**src/rtl/inst_fetch_unit.sv**
```systemverilog
// inst_fetch_unit: instruction fetch stage with one outstanding imem request, IF/ID register, stall and flush handling
// Ports:
//   clk, rst (async, active-low)      clock and reset
//   pc_addr / pc_write                PC register value in, one-cycle advance strobe out
//   imem_req_valid/ready/addr         fetch request handshake
//   imem_resp_valid/data              variable-latency fetch response
//   stall, flush                      decode backpressure and redirect/trap discard
//   if_id_valid/pc/inst, cur_inst     IF/ID pipeline register and instruction returned to PC register
module inst_fetch_unit #(
    parameter logic [31:0] NOP_INST     = 32'h00000013,
    parameter logic [31:0] RESET_PC_TAG = 32'h00000000
) (
    input  logic        clk,
    input  logic        rst,
    input  logic [31:0] pc_addr,
    output logic        pc_write,
    output logic        imem_req_valid,
    input  logic        imem_req_ready,
    output logic [31:0] imem_req_addr,
    input  logic        imem_resp_valid,
    input  logic [31:0] imem_resp_data,
    input  logic        stall,
    input  logic        flush,
    output logic        if_id_valid,
    output logic [31:0] if_id_pc,
    output logic [31:0] if_id_inst,
    output logic [31:0] cur_inst
);
    typedef enum logic [1:0] {IDLE, REQ, WAIT, HOLD} state_t;

    state_t      state_q, state_d;
    logic        discard_q, discard_d;
    logic [31:0] req_pc_q, req_pc_d;
    logic [31:0] buf_q, buf_d;
    logic        valid_q, valid_d;
    logic [31:0] pc_q, pc_d;
    logic [31:0] inst_q, inst_d;

    always_ff @(posedge clk or negedge rst) begin
        if (!rst) begin
            state_q   <= IDLE;
            discard_q <= 1'b0;
            req_pc_q  <= RESET_PC_TAG;
            buf_q     <= NOP_INST;
            valid_q   <= 1'b0;
            pc_q      <= RESET_PC_TAG;
            inst_q    <= NOP_INST;
        end else begin
            state_q   <= state_d;
            discard_q <= discard_d;
            req_pc_q  <= req_pc_d;
            buf_q     <= buf_d;
            valid_q   <= valid_d;
            pc_q      <= pc_d;
            inst_q    <= inst_d;
        end
    end

    always_comb begin
        state_d   = state_q;
        discard_d = discard_q;
        req_pc_d  = req_pc_q;
        buf_d     = buf_q;
        valid_d   = valid_q;
        pc_d      = pc_q;
        inst_d    = inst_q;
        pc_write  = 1'b0;
        case (state_q)
            IDLE: state_d = REQ;
            REQ: if (imem_req_ready) begin
                req_pc_d  = pc_addr;
                state_d   = WAIT;
                discard_d = flush;
            end
            WAIT: if (flush) begin
                // A response landing in the flush cycle is the outstanding one; drop it and refetch.
                discard_d = !imem_resp_valid;
                state_d   = imem_resp_valid ? REQ : WAIT;
            end else if (imem_resp_valid) begin
                if (discard_q) begin
                    discard_d = 1'b0;
                    state_d   = REQ;
                end else if (!stall || !valid_q) begin
                    valid_d  = 1'b1;
                    pc_d     = req_pc_q;
                    inst_d   = imem_resp_data;
                    pc_write = 1'b1;
                    state_d  = REQ;
                end else begin
                    buf_d   = imem_resp_data;
                    state_d = HOLD;
                end
            end
            HOLD: if (flush) begin
                state_d = REQ;
            end else if (!stall) begin
                valid_d  = 1'b1;
                pc_d     = req_pc_q;
                inst_d   = buf_q;
                pc_write = 1'b1;
                state_d  = REQ;
            end
            default: state_d = IDLE;
        endcase
        if (flush) begin
            valid_d = 1'b0;
            inst_d  = NOP_INST;
        end
    end

    assign imem_req_valid = (state_q == REQ);
    assign imem_req_addr  = pc_addr;
    assign if_id_valid    = valid_q;
    assign if_id_pc       = pc_q;
    assign if_id_inst     = inst_q;
    assign cur_inst       = valid_q ? inst_q : NOP_INST;
endmodule

```
**config.mk**
```make
export PLATFORM = sky130hd
export DESIGN_NAME = inst_fetch_unit
export DESIGN_NICKNAME = d
export VERILOG_FILES = /design/src/rtl/inst_fetch_unit.sv
export SDC_FILE = /design/constraint.sdc
export NUM_CORES = 1
export LEC_CHECK = 0
export ABC_AREA = 1
export CAP_MARGIN = 15
export CORE_MARGIN = 2
export CORE_UTILIZATION = 47
export DETAILED_ROUTE_END_ITERATION = 6
export PLACE_DENSITY = 0.77
export RECOVER_POWER = 100
export SETUP_SLACK_MARGIN = 0.4
export SYNTH_ARGS = -nofsm -noshare
export SYNTH_HDL_FRONTEND = slang
export SYNTH_SLANG_ARGS = --single-unit
```
**constraint.sdc**
```tcl
create_clock -name clk -period 2.1 [get_ports clk]
set_clock_uncertainty 0.2 [all_clocks]
set_input_delay 0.21 -clock clk [delete_from_list [all_inputs] [get_ports clk]]
set_output_delay 0.21 -clock clk [all_outputs]
set_load 0.02 [all_outputs]
```
==> results of run 1 <==
-- power by group --
part	switching [uW]	internal (uW)	total, uW
Combinational	3840	2910	6760
Sequential	819	3560	4380
Clock	1150	2230	3380
-- layout make-up --
class,instances,area [um2]
Sequential cell,132,3310
Multi-Input combinational cell,470,3090
Fill cell,802,2880
Timing Repair Buffer,282,2830
Clock buffer,23,488
Inverter,76,298
Tap cell,176,220
Clock inverter,9,173
Antenna cell,1,2.50
-- critical path, stage by stage, from the launching register on --
cell     delay, ns
dfrtp_2       0.44
inv_2         0.08
ha_4          0.15
buf_6         0.10
buf_8         0.12
inv_8         0.05
a21oi_4       0.22
nand2_8       0.13
buf_12        0.16
buf_12        0.13
nand3_2       0.06
nand2_1       0.08
-- sequential cells by signal, summed over array words and instances (netlist names) --
| signal | cells |
|---|---|
| buf_q | 32 |
| discard_q | 1 |
| if_id_inst | 32 |
| if_id_pc | 32 |
| if_id_valid | 1 |
| req_pc_q | 32 |
| state_q | 2 |
-- path summary, 6_finish.rpt --
check | start | endpoint | slack, ns | cells past startpoint
min | imem_resp_data[4] | buf_q[4] | 0.15 | 3
max reg2reg | state_q[0] | if_id_inst[31] | 0.04 | 11
max in group asynchronous | rst | state_q[0] | 0.39 | 3
min reg2reg | if_id_pc[13] | if_id_pc[13] | 0.26 | 2
min in group asynchronous | rst | if_id_inst[6] | 0.43 | 3
max | state_q[0] | if_id_inst[31] | 0.04 | 11
-- layer usage --
| layer | GRT usage | vias up | part of all wire |
|---|---|---|---|
| met3 | 0.0597 | 113 | 0.091 |
| met4 | 0.118 | 0 | 0.047 |
| met1 | 0.344 | 3295 | 0.36 |
| met2 | 0.440 | 462 | 0.50 |
| li1 | - | 2831 | - |
| met5 | 0 | - | 0 |
-- metrics by stage --
step,power (uW),cell area (um2)
after floorplan,7130,6440
after global placement,9010,8370
after detailed placement,9130,8370
after CTS,13100,9620
after global routing,15100,10400
final,14500,10400
-- logic make-up (layout without fill, tap and decap cells) --
family | Yosys count | after routing | share of synthesized area
other | 0 | 1 | 0
adder cells (fa/ha/maj) | 3 | 3 | 0.00583
buffers and inverters | 153 | 390 | 0.123
AO/OA/AOI/OAI | 67 | 67 | 0.0548
AND/OR/NAND/NOR | 360 | 368 | 0.246
multiplexers | 32 | 32 | 0.0560
flip-flops | 132 | 132 | 0.514
-- cell usage in the layout (no fill, tap or decap), types with 2 or more instances in the layout --
master           netlist  final
nand2_1              268    194
dfrtp_1              126    124
dlygate4sd2_1          0     89
inv_1                 74     53
nand2_2               12     52
clkdlybuf4s50_1        0     40
nand4_1               34     34
nand2_4                1     32
mux2_2                32     32
a21oi_1               31     31
buf_6                  5     30
dlygate4sd3_1          0     29
nand3_1               39     25
clkbuf_1               8     25
buf_4                 35     24
clkbuf_16              0     22
inv_2                  1     20
o21ai_2                1     19
buf_12                 0     16
nand3_2                0     11
nand3_4                2      9
o21ai_0                1      9
nand2_8                1      8
buf_8                  1      8
dfstp_2                6      6
o21ai_1               32      5
bufinv_16              0      5
clkbuf_2               0      5
clkbuf_8               0      4
clkbuf_4               0      4
ha_4                   0      3
clkinv_2               0      3
buf_16                 0      3
inv_4                  0      2
nor2_4                 2      2
buf_2                 28      2
dfrtp_2                0      2
clkdlybuf4s25_1        0      2
clkdlybuf4s15_2        0      2
-- what timing repair did --
action / CTS / global route
gates cloned: 11 / 12
hold buffers: 1 / 0
hold endpoints to repair: 126 / 0
setup buffers: 19 / 25
resized for setup: 301 / 258
pin swaps: 13 / 28
endpoints found under the setup margin: 200 / 169
==> flow_summary.toml, run 1 <==
[clocking]
cts-root-buf = "clkbuf_16"
cts.clk_slew.worst_paths_ns = 0.06
htree_levels = 4
numCtsBuffers = 17
clk_path_buf_depth = 2
tritoncts = "built"
cts_sinks = 132
clk_latency_ns = 0.42

[synthesis]
yosys-top-cells-area = "dfrtp_1, nand2_1, mux2_2, inv_1, buf_4"
synth-seq-cells = 132
synth_cells = 747
yosysTopAreaCell = "dfrtp_1"
synth_edf_count = 0
ys_top_cells_by_count = "nand2_1, dfrtp_1, inv_1, nand3_1, buf_4"
yosysWarnings = 0
seq_area_frac_synth = 0.514
syn_area_per_cell_um2 = 8.61
synth_cell_types = 27
async_reset_ff_frac = 1.00
syn-num-nets = 820
netlist.area_leader.share = 0.490
yosysMostFrequentCell = "nand2_1"
synthFlopType = "dfrtp_1"
synth_area_mm2 = 0.00643

[placement]
dpl.hpwl_um = 10300
place_ws_ns = -0.0209
placed_cells = 1068
port_buffers = 200
place.gp.congestion = 0.796

[routing]
drc = 1
vias_per_cell = 5.73
first_pass_iters = 7
wl_um = 25300
num_vias = 6701
wire_per_inst_um = 21.6
ant_nets = 0
drt_iter0_drc = 788

[floorplanning]
die_y_um = 121
die_area_mm2 = 0.0146
start_util = 0.484
core_mm2 = 0.0133
io_pins = 201
die_x_um = 121
fp-row-count = 42

[sta]
setup_viol = 0
tightest_slew_ns = 1.22
tns_ns = 0
rsz0062_at_grt = "true"
fin_crit_ns = 2.06
hold_violations = 0
whs_ns = 0.151
fmax_ghz = 0.486
slew_violations = 0
finalCritPeriodShare = 0.980
relSlewSlack = 0.186
layout_setup_ws_ns = 0.0414

[power_and_ir_drop]
ir_drop_mv = 0.857
p_leak_uw = 0.00541
cellPowerDensity_mw_per_mm2 = 1390

[layout]
areaGrowthSynthToFinish_pct = 61.8
utilization = 0.783
drive_gt1_frac = 0.335
nets = 1052
instances_no_fill = 1169

[run_status]
violations = "design-rule violations"
status = "finished with violations"

[grt]
grt_max_degree = 133
grt_usage = 0.269
grt_pass1_vias = 5817
antenna_found_initial = 1
grt-ovfl-total = 0
grt_pass1_wl_um = 30500

[worst_setup_path]
cp-start-kind = "flop"
endpoint_kind = "flop"
crit_fanout = 7
arrival_ns = 2.16
required_ns = 2.20
worstSetupPathType = "flop to flop"

[min_path]
hold_class = "input pin to flop"

[job]
max_cap_violations = 0
No activity file was read; power rests on OpenSTA's default activity.
==> inputs of run 2 (changes only) <==
--- a/config.mk
+++ b/config.mk
@@ -13,6 +13,7 @@
 export PLACE_DENSITY = 0.77
 export RECOVER_POWER = 100
 export SETUP_SLACK_MARGIN = 0.4
+export SKIP_CTS_REPAIR_TIMING = 1
 export SYNTH_ARGS = -nofsm -noshare
 export SYNTH_HDL_FRONTEND = slang
 export SYNTH_SLANG_ARGS = --single-unit
==> run 2 against run 1 <==
The flow finishes with violations (negative setup slack); fmax shrank 2.0%; critical path type unchanged; critical endpoint is now if_id_pc[2]; sequential cell count is the same; die area is the same; first-iteration DRC count shrank 12%; combinational power shrank 11%; non-clock buffer count shrank 19.
==> flow_summary.toml, run 2 (synthesis results as in run 1) <==
[clocking]
clk_latency_ns = 0.42
clk_path_buf_depth = 2
tritoncts = "built"
cts_sinks = 132
numCtsBuffers = 17
htree_levels = 4
cts.clk_slew.worst_paths_ns = 0.06
cts-root-buf = "clkbuf_16"

[layout]
instances_no_fill = 1150
final_area_mm2 = 0.00957
areaGrowthSynthToFinish_pct = 48.7
nFillCells = 953
nets = 1033
layout_common_cells = "nand2_1, dfrtp_1, clkbuf_1, clkdlybuf4s50_1, inv_1"
drive_gt1_frac = 0.270
final_common_cell = "nand2_1"
utilization = 0.720

[placement]
port_buffers = 200
dpl-instance-area_mm2 = 0.00837
placed_cells = 1068
dpl.hpwl_um = 10300
place.gp.congestion = 0.796

[power_and_ir_drop]
p_leak_uw = 0.00484
p_sw_frac = 0.404
power_switching_uw = 5530
internal_power_uw = 8170
p_clk_frac = 0.243
cellPowerDensity_mw_per_mm2 = 1430
ir_drop_mv = 0.845
power_frac_comb = 0.440
p_seq_frac = 0.317
power_uw = 13700

[grt]
antenna_found_initial = 1
grt_pass1_wl_um = 26100
grt_usage = 0.225
grt_max_degree = 133
grt-ovfl-total = 0
grt_pass1_vias = 5200

[sta]
hold_violations = 0
rsz0062_at_grt = "true"
slew_violations = 0
fmax_ghz = 0.476
tightest_slew_ns = 1.21
setup_viol = 1
fin_crit_ns = 2.10
finalCritPeriodShare = 1.00
relSlewSlack = 0.193
layout_setup_ws_ns = -0.000560
whs_ns = 0.153

[routing]
first_pass_iters = 5
ant_nets = 0
drt_iter0_drc = 696
wl_um = 22400
drc = 0
wire_per_inst_um = 19.5
vias_per_cell = 5.43
num_vias = 6249

[job]
max_cap_violations = 0

[run_status]
violations = "negative setup slack"
status = "finished with violations"

[worst_setup_path]
arrival_ns = 2.21
crit_fanout = 8
endpoint_kind = "flop"
required_ns = 2.21
cp-start-kind = "flop"
worstSetupPathType = "flop to flop"

[floorplanning]
die_area_mm2 = 0.0146
start_util = 0.484
core_mm2 = 0.0133
die_x_um = 121
fp-row-count = 42
io_pins = 201
die_y_um = 121

[min_path]
hold_class = "input pin to flop"
[run 2: changes by cell type in the layout (fill, tap and decap cells not counted), sizes merged, moves of 2 or more]
| cell | previous run | this run |
|---|---|---|
| buf | 83 | 55 |
| clkbuf | 60 | 143 |
| clkdlybuf4s15 | 2 | 0 |
| clkdlybuf4s25 | 2 | 0 |
| clkdlybuf4s50 | 40 | 67 |
| dlygate4sd2 | 89 | 0 |
| dlygate4sd3 | 29 | 20 |
[run 2: cell type report]
cell class | instances | area (um2) | area share
tap | 176 | 220 | 0.0230
clock buffer | 23 | 488 | 0.0510
timing repair buffer | 263 | 2230 | 0.233
inverter | 76 | 290 | 0.0303
antenna | 1 | 2.50 | 0.000262
sequential | 132 | 3320 | 0.347
clock inverter | 9 | 173 | 0.0180
multi-input combinational | 470 | 2850 | 0.298
[run 2: per-layer routing]
metal	vias up	wire length, um	GRT usage
li1	2797	-	-
met2	353	11200	0.359
met1	3037	8570	0.291
met4	0	674	0.0952
met5	-	0	0
met3	62	1930	0.0587
[run 2: power groups by stage]
stage	Clock (uW)	Sequential [uW]	Combinational, uW
floorplan	0	4670	2460
global placement	0	4150	4860
detailed placement	0	4170	4960
CTS	3340	4150	4990
global route	3460	4430	6410
finish	3330	4340	6030
[run 2: critical path: stages (launching register included)]
cell and delay, ns:
dfrtp_1 0.41, buf_6 0.13, ha_4 0.17, buf_12 0.15, nand2_2 0.09, nand2_2 0.08
nor2_4 0.18, buf_6 0.16, nand3_4 0.19, nand2_1 0.15, nand2_1 0.06
[run 2: final timing paths]
| kind | start | end | slack [ns] | depth (start not counted) |
|---|---|---|---|---|
| setup / recovery | state_q[0] | if_id_pc[2] | -0.0006 | 10 |
| hold / removal | imem_resp_data[4] | buf_q[4] | 0.15 | 3 |
| setup reg to reg | state_q[0] | if_id_pc[2] | -0.0006 | 10 |
| hold reg to reg | if_id_pc[21] | if_id_pc[21] | 0.27 | 2 |
| max in group asynchronous | rst | if_id_valid | 0.33 | 3 |
| min in group asynchronous | rst | if_id_inst[6] | 0.46 | 3 |
[run 2: stage by stage]
stage / setup TNS [ns] / setup WS (ns)
2_1_floorplan: 0 / 0.388
3_5_place_dp: -0.191 / -0.0209
6_report: -0.000560 / -0.000560
3_3_place_gp: 0 / 0.0220
4_1_cts: -3.36 / -0.371
5_1_grt: -0.138 / -0.0518
